===== config.mk =====
export PLATFORM = sky130hd
export DESIGN_NAME = param_entry_flat
export DESIGN_NICKNAME = d
export VERILOG_FILES = /design/src/rtl/param_entry_if.sv /design/src/rtl/param_entry.sv /design/src/flat_wrapper.sv
export SDC_FILE = /design/constraint.sdc
export NUM_CORES = 1
export LEC_CHECK = 0
export CORE_UTILIZATION = 60
export DETAILED_ROUTE_END_ITERATION = 8
export GPL_TIMING_DRIVEN = 0
export PLACE_DENSITY_LB_ADDON = 0.05
export SYNTH_ARGS = -nofsm -noshare
export SYNTH_HDL_FRONTEND = slang
export SYNTH_SLANG_ARGS = --single-unit
export TNS_END_PERCENT = 30

===== constraint.sdc =====
create_clock -name sys_clk -period 5.25 [get_ports sys_clk]
set_clock_uncertainty 0.1 [all_clocks]
set_input_delay 0.525 -clock sys_clk [delete_from_list [all_inputs] [get_ports sys_clk]]
set_output_delay 0.525 -clock sys_clk [all_outputs]
set_load 0.05 [all_outputs]

===== src/rtl/param_entry_if.sv =====
// Key inputs and parameter-word outputs of the parameter entry block.
interface param_entry_if;
    logic       key_sel;
    logic       key_up;
    logic       key_down;
    logic [5:0] Fword1;
    logic [7:0] Fword2;
    logic [8:0] Pword2;
    logic [1:0] field_sel;
    logic       upd_pulse;

    // Driver side: presses the keys and watches the words.
    modport master (
        output key_sel,
        output key_up,
        output key_down,
        input  Fword1,
        input  Fword2,
        input  Pword2,
        input  field_sel,
        input  upd_pulse
    );

    // Block side: reads the raw keys and owns the words.
    modport slave (
        input  key_sel,
        input  key_up,
        input  key_down,
        output Fword1,
        output Fword2,
        output Pword2,
        output field_sel,
        output upd_pulse
    );
endinterface


===== src/rtl/param_entry.sv =====
// Three-button parameter entry: debounced select/up/down keys with auto-repeat
// edit three wrapped words (Fword1 0..63, Fword2 0..255, Pword2 0..359).
module param_entry #(
    parameter int unsigned DEB_CYCLES = 16,
    parameter int unsigned REP_DELAY  = 64,
    parameter int unsigned REP_PERIOD = 8
) (
    input logic          sys_clk,
    input logic          sys_rst,
    param_entry_if.slave bus
);

    localparam int unsigned DebW   = $clog2(DEB_CYCLES + 1);
    localparam int unsigned RepMax = (REP_DELAY > REP_PERIOD) ? REP_DELAY : REP_PERIOD;
    localparam int unsigned RepW   = $clog2(RepMax + 1);

    localparam logic [DebW-1:0] DebLast   = DebW'(DEB_CYCLES - 1);
    localparam logic [RepW-1:0] RepDelayC = RepW'(REP_DELAY);
    localparam logic [RepW-1:0] RepPerC   = RepW'(REP_PERIOD);

    // Key index: 0 = select, 1 = up, 2 = down.
    localparam int KSel  = 0;
    localparam int KUp   = 1;
    localparam int KDown = 2;

    typedef enum logic [1:0] {StF1 = 2'd0, StF2 = 2'd1, StP2 = 2'd2} field_e;

    logic [2:0]      raw_keys;
    logic [2:0]      sync1_q, sync2_q;
    logic [2:0]      deb_q, deb_d;
    logic [2:0]      press_q, press_d;
    logic [DebW-1:0] deb_cnt_q [3];
    logic [DebW-1:0] deb_cnt_d [3];

    // Repeat engines: index 0 = up, 1 = down.
    logic [RepW-1:0] rep_cnt_q [2];
    logic [RepW-1:0] rep_cnt_d [2];
    logic [1:0]      rep_run_q, rep_run_d;
    logic [1:0]      rep_step;
    logic            both_held;

    logic            up_step, down_step, inc, dec;

    field_e          state_q, state_d;
    logic [1:0]      field_sel;

    logic [5:0]      fw1_q, fw1_d;
    logic [7:0]      fw2_q, fw2_d;
    logic [8:0]      pw2_q, pw2_d;
    logic            upd_q;

    assign raw_keys = {bus.key_down, bus.key_up, bus.key_sel};

    // Two-flop synchronizers for the asynchronous raw keys.
    always_ff @(posedge sys_clk or posedge sys_rst) begin
        if (sys_rst) begin
            sync1_q <= '0;
            sync2_q <= '0;
        end else begin
            sync1_q <= raw_keys;
            sync2_q <= sync1_q;
        end
    end

    // Debounce: count cycles of disagreement, flip once the window is filled.
    always_comb begin
        deb_d   = deb_q;
        press_d = '0;
        for (int k = 0; k < 3; k++) begin
            deb_cnt_d[k] = deb_cnt_q[k];
            if (sync2_q[k] == deb_q[k]) begin
                deb_cnt_d[k] = '0;
            end else if (deb_cnt_q[k] == DebLast) begin
                deb_cnt_d[k] = '0;
                deb_d[k]     = ~deb_q[k];
                press_d[k]   = ~deb_q[k];
            end else begin
                deb_cnt_d[k] = deb_cnt_q[k] + 1'b1;
            end
        end
    end

    // Debounced state, press pulses and debounce counters.
    always_ff @(posedge sys_clk or posedge sys_rst) begin
        if (sys_rst) begin
            deb_q   <= '0;
            press_q <= '0;
            for (int k = 0; k < 3; k++) begin
                deb_cnt_q[k] <= '0;
            end
        end else begin
            deb_q   <= deb_d;
            press_q <= press_d;
            for (int k = 0; k < 3; k++) begin
                deb_cnt_q[k] <= deb_cnt_d[k];
            end
        end
    end

    assign both_held = deb_q[KUp] & deb_q[KDown];

    // Auto-repeat: counter holds cycles since press; delay phase then period phase.
    // Both keys held freezes both engines; a select press restarts a held key.
    always_comb begin
        rep_run_d = rep_run_q;
        rep_step  = '0;
        for (int r = 0; r < 2; r++) begin
            rep_cnt_d[r] = rep_cnt_q[r];
            if (!deb_q[r+1]) begin
                rep_cnt_d[r] = '0;
                rep_run_d[r] = 1'b0;
            end else if (press_q[r+1] || press_q[KSel]) begin
                rep_cnt_d[r] = RepW'(1);
                rep_run_d[r] = 1'b0;
            end else if (!both_held) begin
                if (!rep_run_q[r] && rep_cnt_q[r] == RepDelayC) begin
                    rep_step[r]  = 1'b1;
                    rep_run_d[r] = 1'b1;
                    rep_cnt_d[r] = RepW'(1);
                end else if (rep_run_q[r] && rep_cnt_q[r] == RepPerC) begin
                    rep_step[r]  = 1'b1;
                    rep_cnt_d[r] = RepW'(1);
                end else begin
                    rep_cnt_d[r] = rep_cnt_q[r] + 1'b1;
                end
            end
        end
    end

    // Repeat counters and phase flags.
    always_ff @(posedge sys_clk or posedge sys_rst) begin
        if (sys_rst) begin
            rep_run_q <= '0;
            for (int r = 0; r < 2; r++) begin
                rep_cnt_q[r] <= '0;
            end
        end else begin
            rep_run_q <= rep_run_d;
            for (int r = 0; r < 2; r++) begin
                rep_cnt_q[r] <= rep_cnt_d[r];
            end
        end
    end

    // Simultaneous up and down steps cancel.
    assign up_step   = press_q[KUp] | rep_step[0];
    assign down_step = press_q[KDown] | rep_step[1];
    assign inc       = up_step & ~down_step;
    assign dec       = down_step & ~up_step;

    // Field FSM: state register.
    always_ff @(posedge sys_clk or posedge sys_rst) begin
        if (sys_rst) begin
            state_q <= StF1;
        end else begin
            state_q <= state_d;
        end
    end

    // Field FSM: select press advances F1 -> F2 -> P2 -> F1.
    always_comb begin
        state_d = state_q;
        if (press_q[KSel]) begin
            unique case (state_q)
                StF1:    state_d = StF2;
                StF2:    state_d = StP2;
                StP2:    state_d = StF1;
                default: state_d = StF1;
            endcase
        end
    end

    // Field FSM: output decode.
    always_comb begin
        field_sel = 2'd0;
        unique case (state_q)
            StF1:    field_sel = 2'd0;
            StF2:    field_sel = 2'd1;
            StP2:    field_sel = 2'd2;
            default: field_sel = 2'd0;
        endcase
    end

    // Word next-state: step applies to the field selected before any advance.
    always_comb begin
        fw1_d = fw1_q;
        fw2_d = fw2_q;
        pw2_d = pw2_q;
        if (inc || dec) begin
            unique case (state_q)
                StF1: fw1_d = inc ? fw1_q + 6'd1 : fw1_q - 6'd1;
                StF2: fw2_d = inc ? fw2_q + 8'd1 : fw2_q - 8'd1;
                StP2: begin
                    if (inc) begin
                        pw2_d = (pw2_q == 9'd359) ? 9'd0 : pw2_q + 9'd1;
                    end else begin
                        pw2_d = (pw2_q == 9'd0) ? 9'd359 : pw2_q - 9'd1;
                    end
                end
                default: ;
            endcase
        end
    end

    // Word registers; every non-cancelled step changes a word, so it also strobes.
    always_ff @(posedge sys_clk or posedge sys_rst) begin
        if (sys_rst) begin
            fw1_q <= '0;
            fw2_q <= '0;
            pw2_q <= '0;
            upd_q <= 1'b0;
        end else begin
            fw1_q <= fw1_d;
            fw2_q <= fw2_d;
            pw2_q <= pw2_d;
            upd_q <= inc | dec;
        end
    end

    assign bus.Fword1    = fw1_q;
    assign bus.Fword2    = fw2_q;
    assign bus.Pword2    = pw2_q;
    assign bus.field_sel = field_sel;
    assign bus.upd_pulse = upd_q;

endmodule


===== src/flat_wrapper.sv =====
// flat-port wrapper written by rule: the top's interface ports become plain ports
module param_entry_flat 
#(
    parameter int unsigned DEB_CYCLES = 16,
    parameter int unsigned REP_DELAY  = 64,
    parameter int unsigned REP_PERIOD = 8
)
  (sys_clk, sys_rst, bus_key_sel, bus_key_up, bus_key_down, bus_Fword1, bus_Fword2, bus_Pword2, bus_field_sel, bus_upd_pulse);
  param_entry_if bus_i ();
  input logic sys_clk;
  input logic sys_rst;
  input wire logic [$bits(bus_i.key_sel)-1:0] bus_key_sel;
  input wire logic [$bits(bus_i.key_up)-1:0] bus_key_up;
  input wire logic [$bits(bus_i.key_down)-1:0] bus_key_down;
  output wire logic [$bits(bus_i.Fword1)-1:0] bus_Fword1;
  output wire logic [$bits(bus_i.Fword2)-1:0] bus_Fword2;
  output wire logic [$bits(bus_i.Pword2)-1:0] bus_Pword2;
  output wire logic [$bits(bus_i.field_sel)-1:0] bus_field_sel;
  output wire logic [$bits(bus_i.upd_pulse)-1:0] bus_upd_pulse;
  assign bus_i.key_sel = bus_key_sel;
  assign bus_i.key_up = bus_key_up;
  assign bus_i.key_down = bus_key_down;
  assign bus_Fword1 = bus_i.Fword1;
  assign bus_Fword2 = bus_i.Fword2;
  assign bus_Pword2 = bus_i.Pword2;
  assign bus_field_sel = bus_i.field_sel;
  assign bus_upd_pulse = bus_i.upd_pulse;
  param_entry #(.DEB_CYCLES(DEB_CYCLES), .REP_DELAY(REP_DELAY), .REP_PERIOD(REP_PERIOD)) u_core (.sys_clk(sys_clk), .sys_rst(sys_rst), .bus(bus_i));
endmodule

# == After elaboration in Yosys (flattened, before gate mapping) ==
# Index checks and enable logic that the tools add are counted.
# op_classes
n_eq_ne,17
addsub,11
muxes,47
reduce_logical,19
bitwise,14
# op_table
op,count
2-to-1 mux 7 bit,10
2-to-1 mux 5 bit,6
2-to-1 mux 9 bit,3
2-to-1 mux 1 bit,24
AND reduction 2 bit,8
adder 5 x 1 -> 5 bit (second input constant),3
equality test 5 x 4 -> 1 bit (second input constant),3
adder 7 x 1 -> 7 bit (second input constant),2
equality test 7 x 4 -> 1 bit (second input constant),2
equality test 7 bit (second input constant),2
!= test 3 bit (second input constant),4
adder 9 x 1 -> 9 bit (second input constant),1
equality test 9 bit (second input constant),1
zero test 9 bit,1
subtractor 9 x 1 -> 9 bit (second input constant),1
adder 8 x 1 -> 8 bit (second input constant),1
2-to-1 mux 8 bit,1
inverter 1 bit,8
case mux 2 bit (2 select lines),2
subtractor 8 x 1 -> 8 bit (second input constant),1
adder 6 x 1 -> 6 bit (second input constant),1
2-to-1 mux 6 bit,1
subtractor 6 x 1 -> 6 bit (second input constant),1
logical AND 1 bit,4
8 further kinds,17
# totals
ff_bits,69
input_bits,5
word_cells,126
out_inout_bits,26

# == Logic depth before layout (Yosys ltp) ==
# Gate-level depths: netlist (run 1).
# logic_depth
word_depth,12
mapped_depth,14
mapped_depth_nobuf,13

# == Worst setup path after synthesis (run 1) ==
# Ideal clock, no wire load.
# synth_path
kind,register to register
from,register u_core.deb_q[1]
to,register u_core.fw2_q[7] (netlist: u_core.bus.Fword2[7])
path_slack_ns,2.023
synth_period_minus_slack_ns,3.227
path_stages_with_launch,14
setup_ns,0.082
t_arrival_ns,3.045
required_ns,5.068
n_path_buf,2
path_cell_list,dfrtp_1 > clkbuf_1 > inv_1 > or3_1 > o31ai_1 > ha_1 > buf_4 > inv_1 > ha_1 > a211oi_1 > o211ai_1 > a21o_1 > a21oi_1 > xor2_1
# synth_between
elab_chain_len,9
word_cells_on_any_way,16
classes_between,mux: 7; bitwise: 7; reduce/logical: 2
# synth_lines
element,line_no,source
start: declaration,param_entry.sv:30,"logic [2:0] deb_q, deb_d;"
start signal: assignment,param_entry.sv:86,deb_q <= '0;
start signal: assignment,param_entry.sv:92,deb_q <= deb_d;
bitwise AND 1 bit,param_entry.sv:100,assign both_held = deb_q[KUp] & deb_q[KDown];
2-to-1 mux 1 bit,param_entry.sv:115,end else if (!both_held) begin
2-to-1 mux 1 bit,param_entry.sv:112,end else if (press_q[r+1] || press_q[KSel]) begin
2-to-1 mux 1 bit,param_entry.sv:109,if (!deb_q[r+1]) begin
OR 1 bit (on tied branches),"param_entry.sv:147, param_entry.sv:146",
inverter 1 bit (on tied branches),"param_entry.sv:148, param_entry.sv:149",
bitwise AND 1 bit (on tied branches),"param_entry.sv:148, param_entry.sv:149",
logical OR 1 bit,param_entry.sv:189,if (inc || dec) begin
AND reduction 2 bit (no source line),n/a,
end signal: assignment,param_entry.sv:214,fw2_q <= fw2_d;
end: declaration,param_entry.sv:48,"logic [7:0] fw2_q, fw2_d;"
# Several ways; a longest one is shown, not always the timed one.
# A chain may end at the register's enable or synchronous reset.

# == Worst setup path in the final report (run 1) ==
# Same ends and word-level chain as after synthesis.

==> metrics.md, run 1 <==
| Metric | Value |
|---|---|
| Synth Area in Adders | `0.0802` |
| Drt first pass iters | `4` |
| Util after Layout | `0.727` |
| Prevailing post-synth register cell | `dfrtp_1` |
| HPWL after DPL | `just over 5000 um` |
| CP startpoint kind | `flip-flop` |
| Yosys top cell by area | `dfrtp_1` |
| Global-route wire length before repair | `between 10000 and 15000 um` |
| Ratio of cells with drive above 1 in the final layout | `0.0841` |
| Setup TNS | `0 ns` |
| Grt total ovfl | `0` |
| Kind of critical path | `reg -> reg` |
| Synth Area in Simple Gates | `0.203` |
| Final Hold Fails | `0` |
| Number of CTS-inserted buffers | `9` |
| P per Cell Area | `approximately 230 nW/um2` |
| CTS max path bufs | `2` |
| Area delta synth->final | `15.4%` |
| Share of the synthesized area in the top cell type | `0.457` |
| Average size of a mapped cell | `9.88 um2` |
| Psw | `around 0.26 mW` |
| CP Capture Point | `u_core.bus.Fword2[7]` |
| Starting density of the core | `0.630` |
| Critical Path Source | `u_core.deb_q[1]` |
| GP Congestion | `around 0.90` |
| Reg2Reg Depth | `13` |
| Number of fill cells in the layout | `430` |
| Root buf cell | `clkbuf_8` |
| P_int | `0.731 mW` |
| CTS H-tree lvls | `3` |
| Status | `finished clean` |
| Setup ws final | `1.42 ns` |
| WP buf/inv | `4` |
| Total wire length | `7190 um` |
| FF-to-FF setup slack | `around 1.4 ns` |
| Hold buffers post-CTS | `0` |
| Row cnt | `28` |
| Pin count of the biggest net entering global routing | `70` |
| CTS sink cnt | `69` |
| CP Data Arrival Time | `around 4.0 ns` |
| Worst Path Max Fanout | `19` |
| Area of the multi-input gates | `between 1500 and 2000 um2` |
| CP Cell Sequence | `clkbuf_1 -> inv_1 -> or3_1 -> o31ai_1 -> ha_1 -> buf_4 -> inv_1 -> ha_1 -> a211oi_1 -> o211ai_1 -> a21o_1 -> a21oi_1 -> xor2_1` |
| DR vias/cell | `approximately 5.8` |
| Minimum clock period | `roughly 3.8 ns` |
| VDD IR-drop max | `175 uV` |
| Register area | `1730 um2` |
| CTS tree | `yes` |
| Placement Setup Slack | `1.42 ns` |
| Switching share of power | `0.263` |
| Post-Synthesis Cells | `382` |
| Post-route clock period utilization | `0.729` |
| Final number of setup-violating endpoints | `0` |
| Largest family of logic cells by synthesized area | `simple AND/OR/NAND/NOR gates` |
| Vias in the first global route | `approximately 2600` |
| Worst r2r src | `u_core.deb_q[1]` |
| Yosys Warn Count | `0` |
| Mux cell area share after synthesis | `0.0255` |
| Width of the die | `between 80 and 90 um` |
| RSZ-0062 raised after global routing | `no` |
| Final Max Tran Viols | `0` |
| Clock Power Share | `0.422` |
| Max Cap Viol | `0` |
| Sequential power share | `0.550` |
| Max incr delay on CP | `0.44 ns` |
| Top post-synthesis cells by area | `dfrtp_1 46%, ha_1 7.0%, nor2_1 3.8%` |
| Via count | `around 2900` |
| Clk pin slew, worst setup/hold paths | `about 0.090 ns` |
| WP depth | `13` |
| Post-CTS resize count | `0` |
| I/O pins | `31` |
| Layout Nets | `between 400 and 500` |
| Antenna Cells | `0` |
| Syn_nets | `410` |
| Terminus of the critical flop-to-flop path | `u_core.bus.Fword2[7]` |
| Comb power frac | `0.028` |
| Sequential area share after synthesis | `0.457` |
| LEAKAGE | `1.99 nW` |
| All-Layer GR Usage | `0.239` |
| Post-CTS setup repair buffer count | `0` |
| Count of cell types in the netlist | `55` |
| Slew at the pin with the worst max-slew slack | `about 0.98 ns` |
| Core Region | `~6000 um2` |
| Initial antenna violation count | `0` |
| Initial DRC count | `137` |
| Slowest cell on crit path | `or3_1` |
| Async SR Flop Fraction | `1.00` |
| Avg WL per Cell | `between 10 and 15 um` |
| Die area | `6610 um2` |
| Relative slew slack | `0.335` |
| Max Clk Rate | `around 260 MHz` |
| Antenna viol nets, final | `0` |
| Cell family with most CP delay | `compound AO/OA/AOI/OAI gates` |
| Hold Crit Class | `reg -> reg` |
| Die height | `between 80 and 90 um` |
| Syn Std Cell Area | `between 3000 and 4000 um2` |
| CP required | `5.42 ns` |
| Xor/xnor share of the synthesized area | `0.0696` |
| Post-synthesis compound-gate area fraction | `0.126` |
| Drt drc | `0` |
| PortBufs | `30` |
| Flops & latches, synth | `69` |
| Worst Setup End Kind | `flip-flop` |
| Clock latency on the worst-skew pair | `approximately 0.35 ns` |
| Post-synth EDFFs | `0` |
-- synthesized netlist by cell type (3+ instances only) --
library cell,instances
dfrtp_1,69
nor2_1,38
nand2_1,32
o21ai_0,24
ha_1,21
nand3_1,17
inv_1,16
xor2_1,16
a21oi_1,15
xnor2_1,14
nor2b_1,7
nor3_1,7
a21o_1,5
and3_1,5
clkbuf_1,5
mux2_2,5
nor3b_1,5
nor4_1,5
o31ai_1,5
a211oi_1,4
a31oi_1,4
and2_1,4
mux2i_1,4
o211ai_1,4
or3_1,4
and4_1,3
buf_4,3
buf_6,3
or4_1,3
-- flip-flops by register name (all words and copies together) (netlist names) --
name / flops
u_core.deb_q: 3
u_core.bus.upd_pulse: 1
u_core.rep_run_q: 2
u_core.bus.Fword2: 8
u_core.sync2_q: 3
u_core.state_q: 2
u_core.sync1_q: 3
u_core.bus.Pword2: 9
u_core.rep_cnt_q: 14
u_core.press_q: 3
u_core.bus.Fword1: 6
u_core.deb_cnt_q: 15
-- power groups by stage --
| stage | Combinational, mW | Sequential (mW) | Clock, mW |
|---|---|---|---|
| floorplan | 0.0196 | 0.555 | 0 |
| global placement | 0.0275 | 0.555 | 0 |
| detailed placement | 0.0286 | 0.556 | 0 |
| CTS | 0.0286 | 0.545 | 0.427 |
| global route | 0.0336 | 0.547 | 0.448 |
| finish | 0.0274 | 0.546 | 0.418 |
-- per-stage QoR --
stage          power [mW]  hold slack (ns)  instance area (um2)  cells
6_report            0.991            0.255                 4360    503
5_1_grt              1.03            0.263                 4360    503
4_1_cts              1.00            0.255                 4360    503
3_5_place_dp        0.585            0.236                 4170    487
3_3_place_gp        0.583            0.232                 4170    487
2_1_floorplan       0.574            0.231                 3770    382
-- placed cells by master, fill, tap and decap left out, types with 4 or more instances in the layout --
cell type         n
inv_1            15
xnor2_1          14
clkbuf_1          5
a211oi_1          4
and2_1            4
nand3_1          17
o21ai_0          24
inv_6             4
nor4_1            5
nor2b_1           7
clkdlybuf4s50_1  30
dfrtp_1          69
o211ai_1          4
a21oi_1          15
ha_1             21
a21o_1            5
or3_1             4
nand2_1          32
mux2i_1           4
and3_1            5
nor2_1           38
a31oi_1           4
o31ai_1           5
nor3b_1           5
nor3_1            7
clkbuf_8          9
mux2_2            5
xor2_1           16
-- cells by family (layout without fill, tap and decap cells) --
group	count (synthesis)	after routing
flops	69	69
compound gates	76	76
fa+ha+maj	23	23
simple gates	146	146
buf+inv	29	75
xor+xnor	30	30
mux	9	9
-- area by class of cell --
cell class	count	share of cell area
Clock buffer	9	0.0284
Multi-Input combinational cell	284	0.437
Clock inverter	7	0.0144
Buffer	13	0.0192
Sequential cell	69	0.396
Inverter	16	0.0144
Tap cell	75	0.0215
Timing Repair Buffer	30	0.0689
-- worst min path at each step --
stage | startpoint | endpoint | slack [ns] | cells after the start
finish | u_core.sync1_q[0] | u_core.sync2_q[0] | 0.25 | 0
global route | u_core.sync1_q[2] | u_core.sync2_q[2] | 0.26 | 0
CTS | u_core.sync1_q[2] | u_core.sync2_q[2] | 0.26 | 0
detailed placement | u_core.sync1_q[0] | u_core.sync2_q[0] | 0.24 | 0
global placement | u_core.sync1_q[0] | u_core.sync2_q[0] | 0.23 | 0
floorplan | u_core.sync1_q[0] | u_core.sync2_q[0] | 0.23 | 0
-- per-layer routing --
layer / global-route usage / vias to the layer above / routed length, um
met5: 0 / - / 0
li1: - / 1442 / -
met3: 0.0596 / 12 / 284
met2: 0.368 / 71 / 3310
met1: 0.326 / 1380 / 3470
met4: 0.0875 / 0 / 122
Power figures use the tool's default switching activity.
==> run 2: changes to the inputs <==
--- a/config.mk
+++ b/config.mk
@@ -5,7 +5,7 @@
 export SDC_FILE = /design/constraint.sdc
 export NUM_CORES = 1
 export LEC_CHECK = 0
-export CORE_UTILIZATION = 60
+export CORE_UTILIZATION = 53
 export DETAILED_ROUTE_END_ITERATION = 8
 export GPL_TIMING_DRIVEN = 0
 export PLACE_DENSITY_LB_ADDON = 0.05
==> constraint.sdc (replaced) <==
create_clock -name sys_clk -period 3.4 [get_ports sys_clk]
set_clock_uncertainty 0.1 [all_clocks]
set_input_delay 0.34 -clock sys_clk [delete_from_list [all_inputs] [get_ports sys_clk]]
set_output_delay 0.34 -clock sys_clk [all_outputs]
set_load 0.05 [all_outputs]
==> metrics.md, run 2 (synthesized netlist as in run 1, its figures left out) <==
| Metric | Value |
|---|---|
| CTS max path bufs | `2` |
| Final number of setup-violating endpoints | `0` |
| Final Hold Fails | `0` |
| Max Cap Viol | `0` |
| Most frequent cells in the layout | `68 x dfrtp_1, 38 x nor2_1, 32 x nand2_1, 30 x clkdlybuf4s50_1, 24 x o21ai_0` |
| Hold path start | `u_core.sync1_q[1]` |
| Psw | `a little under 0.4 mW` |
| HPWL after DPL | `about 4800 um` |
| Worst Setup End Kind | `flip-flop` |
| Width of the die | `86.4 um` |
| Worst Path Max Fanout | `11` |
| Switching share of power | `0.255` |
| Pin count of the biggest net entering global routing | `70` |
| Layout Nets | `between 400 and 500` |
| Die height | `86.4 um` |
| Post-placement cell count | `508` |
| RSZ-0062 raised after global routing | `no` |
| Initial antenna violation count | `0` |
| Clk pin slew, worst setup/hold paths | `roughly 0.08 ns` |
| P_int | `about 1.1 mW` |
| Critical Path Source | `u_core.deb_q[1]` |
| Setup TNS | `0 ns` |
| Drt first pass iters | `4` |
| Status | `finished clean` |
| Post-route total power | `1.51 mW` |
| Final Max Tran Viols | `0` |
| Antenna Cells | `0` |
| Via count | `2932` |
| VDD IR-drop max | `around 250 uV` |
| Total wire length | `7220 um` |
| Hold buffers post-CTS | `0` |
| Hold Crit Class | `reg -> reg` |
| PortBufs | `30` |
| Setup ws final | `approximately 0.22 ns` |
| Slowest cell on crit path | `dfrtp_2` |
| Post-route clock period utilization | `0.934` |
| I/O pins | `31` |
| Non-Filler Instances | `roughly 530` |
| Drt drc | `0` |
| Comb power frac | `0.028` |
| LEAKAGE | `2.00 nW` |
| Number of CTS-inserted buffers | `9` |
| Max Clk Rate | `315 MHz` |
| Root buf cell | `clkbuf_8` |
| CP Data Arrival Time | `between 3 and 4 ns` |
| All-Layer GR Usage | `0.214` |
| Relative slew slack | `0.311` |
| CTS sink cnt | `between 60 and 70` |
| Vias in the first global route | `roughly 2700` |
| Worst r2r src | `u_core.deb_q[1]` |
| Ratio of cells with drive above 1 in the final layout | `0.118` |
| Placement Setup Slack | `-0.409 ns` |
| Row cnt | `30` |
| CP startpoint kind | `flip-flop` |
| CP Cell Sequence | `clkinvlp_4 -> or3_4 -> o31ai_2 -> ha_1 -> buf_6 -> clkinvlp_4 -> ha_1 -> a21oi_1 -> o211ai_1 -> a21o_1 -> a21oi_1 -> xor2_1` |
| Sequential power share | `0.559` |
| GP Congestion | `about 0.86` |
| Clock Power Share | `0.413` |
| Clock latency on the worst-skew pair | `roughly 0.34 ns` |
| Minimum clock period | `approximately 3.2 ns` |
| WHS | `between 0.2 and 0.3 ns` |
| Global-route wire length before repair | `approximately 13000 um` |
| Commonest non-fill, non-tap cell in the layout | `dfrtp_1` |
| Grt total ovfl | `0` |
| CP required | `between 3 and 4 ns` |
| Die area | `7460 um2` |
| Initial DRC count | `between 150 and 200` |
| Starting density of the core | `0.553` |
| Slew at the pin with the worst max-slew slack | `a little over 1 ns` |
| DR vias/cell | `approximately 5.6` |
| Max FFs per register | `15` |
| Biggest register | `u_core.deb_cnt_q` |
| Core Region | `6830 um2` |
| Area delta synth->final | `18.0%` |
| P per Cell Area | `approximately 340 nW/um2` |
| Kind of critical path | `reg -> reg` |
| Avg WL per Cell | `13.7 um` |
| CTS tree | `yes` |
| Max incr delay on CP | `0.49 ns` |
| CTS H-tree lvls | `3` |
| Antenna viol nets, final | `0` |
run 2: cell types whose count changed in the layout (fill, tap and decap cells not counted), moves of 2 or more:
cell,change
inv_1,-2
clkbuf_1,-2
buf_4,+3
clkinvlp_4,+5
run 2: timing repair:
item | CTS | global route
buffers inserted | 3 | 1
cloned | 1 | 0
endpoints found under the setup margin | 8 | 4
gates resized for setup | 3 | 9
run 2: layout make-up:
type	instances	area (um2)
clock inverter	7	57.6
inverter	16	70.1
tap	96	120
fill	562	2380
timing repair inverter	1	7.51
sequential	69	1730
timing repair buffer	34	330
clock buffer	9	124
buffer	11	81.3
multi-input combinational	284	1940
run 2: path summary, 6_finish.rpt:
| path | end | slack, ns | cells after the start |
|---|---|---|---|
| min in group asynchronous | u_core.bus.Fword1[1] | 0.41 | 2 |
| worst max-delay path | u_core.bus.Fword2[7] | 0.22 | 12 |
| worst min register to register | u_core.sync2_q[1] | 0.25 | 0 |
| max in group asynchronous | u_core.deb_q[1] | 2.20 | 2 |
| worst max register to register | u_core.bus.Fword2[7] | 0.22 | 12 |
| worst min-delay path | u_core.sync2_q[1] | 0.25 | 0 |
run 2: per-stage QoR:
stage / utilization / cell area [um2]
final: 0.652 / 4450
after global routing: 0.652 / 4450
after CTS: 0.646 / 4410
after detailed placement: 0.614 / 4200
after global placement: 0.614 / 4200
after floorplan: - / 3770
run 2: routing by layer:
metal	up-vias	global-route usage	share of wire
met2	86	0.329	0.45
met3	8	0.0638	0.050
met5	-	0	0
met1	1397	0.290	0.49
li1	1441	-	-
met4	0	0.0697	0.0098
run 2: power by group through the flow:
| stage | clock network [mW] | registers [mW] | logic [mW] |
|---|---|---|---|
| 2_1_floorplan | 0 | 0.857 | 0.0303 |
| 3_3_place_gp | 0 | 0.858 | 0.0427 |
| 3_5_place_dp | 0 | 0.858 | 0.0437 |
| 4_1_cts | 0.640 | 0.842 | 0.0437 |
| 5_1_grt | 0.676 | 0.844 | 0.0501 |
| 6_report | 0.621 | 0.842 | 0.0419 |
run 2: worst max-delay path: cells and delay by family, from the launching register on:
| family | cells | cell delay (ns) |
|---|---|---|
| simple gates | 1 | 0.41 |
| buf+inv | 3 | 0.46 |
| compound gates | 5 | 0.94 |
| fa+ha+maj | 2 | 0.56 |
| flops | 1 | 0.49 |
| xor+xnor | 1 | 0.16 |
==> run 3: changes to the inputs <==
--- a/config.mk
+++ b/config.mk
@@ -7,6 +7,7 @@
 export LEC_CHECK = 0
 export CORE_UTILIZATION = 53
 export DETAILED_ROUTE_END_ITERATION = 8
+export GPL_ROUTABILITY_DRIVEN = 0
 export GPL_TIMING_DRIVEN = 0
 export PLACE_DENSITY_LB_ADDON = 0.05
 export SYNTH_ARGS = -nofsm -noshare
==> constraint.sdc (replaced) <==
create_clock -name sys_clk -period 2.7 [get_ports sys_clk]
set_clock_uncertainty 0.1 [all_clocks]
set_input_delay 0.27 -clock sys_clk [delete_from_list [all_inputs] [get_ports sys_clk]]
set_output_delay 0.27 -clock sys_clk [all_outputs]
set_load 0.05 [all_outputs]
==> metrics.md, run 3 (synthesized netlist as in run 1, its figures left out) <==
| Metric | Value |
|---|---|
| Clock latency on the worst-skew pair | `0.34 ns` |
| Global-route wire length before repair | `12500 um` |
| All-Layer GR Usage | `0.217` |
| CP required | `between 2 and 3 ns` |
| Initial antenna violation count | `0` |
| WHS | `~0.25 ns` |
| CP Data Arrival Time | `3.13 ns` |
| Number of fill cells in the layout | `around 540` |
| Die height | `approximately 86 um` |
| VDD IR-drop max | `approximately 340 uV` |
| Via count | `2991` |
| Starting density of the core | `0.553` |
| Most frequent cells in the layout | `67 x dfrtp_1, 36 x nor2_1, 32 x nand2_1, 30 x clkdlybuf4s50_1, 21 x buf_4` |
| Row cnt | `30` |
| Final Hold Fails | `0` |
| P_int | `approximately 1.6 mW` |
| Switching share of power | `0.210` |
| CP startpoint kind | `flip-flop` |
| Clk pin slew, worst setup/hold paths | `about 0.07 ns` |
| DR vias/cell | `5.52` |
| Initial DRC count | `160` |
| I/O pins | `31` |
| Relative slew slack | `0.313` |
| Max FFs per register | `15` |
| RSZ-0062 raised after global routing | `yes` |
| Ratio of cells with drive above 1 in the final layout | `0.220` |
| Area delta synth->final | `28.9%` |
| Post-route total power | `just over 2 mW` |
| Slew at the pin with the worst max-slew slack | `slightly above 1 ns` |
| Root buf cell | `clkbuf_8` |
| Setup ws final | `-0.296 ns` |
| LEAKAGE | `2.17 nW` |
| Final number of setup-violating endpoints | `8` |
| Core Region | `6830 um2` |
| Antenna Cells | `0` |
| Minimum clock period | `around 3.0 ns` |
| Grt total ovfl | `0` |
| Antenna viol nets, final | `0` |
| CTS max path bufs | `2` |
| Layout Nets | `between 400 and 500` |
| Commonest non-fill, non-tap cell in the layout | `dfrtp_1` |
| Drt drc | `0` |
| Hold Crit Class | `reg -> reg` |
| Post-route clock period utilization | `1.11` |
| CTS H-tree lvls | `3` |
| Pin count of the biggest net entering global routing | `70` |
| HPWL after DPL | `just under 5000 um` |
| Avg WL per Cell | `14.3 um` |
| Number of CTS-inserted buffers | `9` |
| Final Max Tran Viols | `0` |
| Failing checks | `setup timing` |
| Max Clk Rate | `approximately 330 MHz` |
| Total wire length | `slightly below 8000 um` |
| PortBufs | `30` |
| P per Cell Area | `421 nW/um2` |
| Hold buffers post-CTS | `0` |
| CTS sink cnt | `69` |
| Width of the die | `between 80 and 90 um` |
| Status | `finished with violations` |
| Kind of critical path | `reg -> reg` |
| Vias in the first global route | `about 2900` |
| Comb power frac | `0.027` |
| Post-placement cell count | `508` |
| Psw | `roughly 0.43 mW` |
| Clock Power Share | `0.456` |
| Non-Filler Instances | `roughly 540` |
| Die area | `approximately 7500 um2` |
| Worst Setup End Kind | `flip-flop` |
| Sequential power share | `0.518` |
| CTS tree | `yes` |
| Worst Path Max Fanout | `9` |
| Max Cap Viol | `0` |
| Biggest register | `u_core.deb_cnt_q` |
| Drt first pass iters | `4` |
## run 3: cell count changes in the layout (fill, tap and decap cells not counted), sizes merged
cell | before | now
inv | 17 | 16
clkinv | 1 | 2
bufinv | 0 | 2
buf | 11 | 28
clkbuf | 13 | 14
clkinvlp | 6 | 1
## run 3: worst paths after layout
kind / from / end / slack [ns] / cells past startpoint
min reg2reg: u_core.sync1_q[0] / u_core.sync2_q[0] / 0.25 / 0
max in group asynchronous: sys_rst / u_core.deb_q[2] / 1.58 / 2
min: u_core.sync1_q[0] / u_core.sync2_q[0] / 0.25 / 0
min in group asynchronous: sys_rst / u_core.bus.Fword2[0] / 0.34 / 2
max: u_core.rep_cnt_q[10] / u_core.bus.Fword1[5] / -0.30 / 13
max reg2reg: u_core.rep_cnt_q[10] / u_core.bus.Fword1[5] / -0.30 / 13
## run 3: what timing repair did
action                                  4_1_cts  5_1_grt
resized for setup                            29       19
pin swaps                                    12       18
buffers inserted                             17        5
endpoints found under the setup margin       19       18
## run 3: metal layers
layer | GRT usage | part of all wire | vias to the layer above | routed length, um
met2 | 0.358 | 0.48 | 60 | 3740
met3 | 0.0429 | 0.034 | 15 | 260
met1 | 0.281 | 0.46 | 1446 | 3580
met4 | 0.0924 | 0.020 | 0 | 153
met5 | 0 | 0 | - | 0
li1 | - | - | 1470 | -
## run 3: area by class of cell
class	instances	area [um2]	share of cell area
multi-input combinational	284	2160	0.443
sequential	69	1730	0.355
timing repair buffer	52	485	0.0998
clock buffer	11	141	0.0291
tap	96	120	0.0247
clock inverter	5	82.6	0.0170
buffer	9	75.1	0.0154
inverter	16	73.8	0.0152
## run 3: worst max-delay path, cell delays in order, from the launching register on
cell and delay [ns]:
dfrtp_1 0.40, nand2b_4 0.15, o22ai_2 0.16, nand3_2 0.15, o31ai_4 0.24, ha_2 0.27, clkinvlp_4 0.16, buf_12 0.18
buf_4 0.14, ha_4 0.15, or4_4 0.48, nor2_2 0.13, nor3_2 0.06, xnor2_1 0.12
## run 3: power by group through the flow
stage / logic, mW / clock network (mW) / registers [mW]
2_1_floorplan: 0.0383 / 0 / 1.08
3_3_place_gp: 0.0544 / 0 / 1.08
3_5_place_dp: 0.0557 / 0 / 1.08
4_1_cts: 0.0562 / 0.961 / 1.06
5_1_grt: 0.0647 / 1.01 / 1.06
6_report: 0.0543 / 0.933 / 1.06
## run 3: metrics by stage
step           area [um2]   util  TNS (ns)  setup WS, ns
6_report             4860  0.712     -1.41        -0.296
2_1_floorplan        3880      -     -2.12        -0.374
3_5_place_dp         4310  0.631     -7.91        -0.854
5_1_grt              4860  0.712     -2.85        -0.474
4_1_cts              4750  0.696    -0.760        -0.221
3_3_place_gp         4310  0.630    -51.49        -0.796
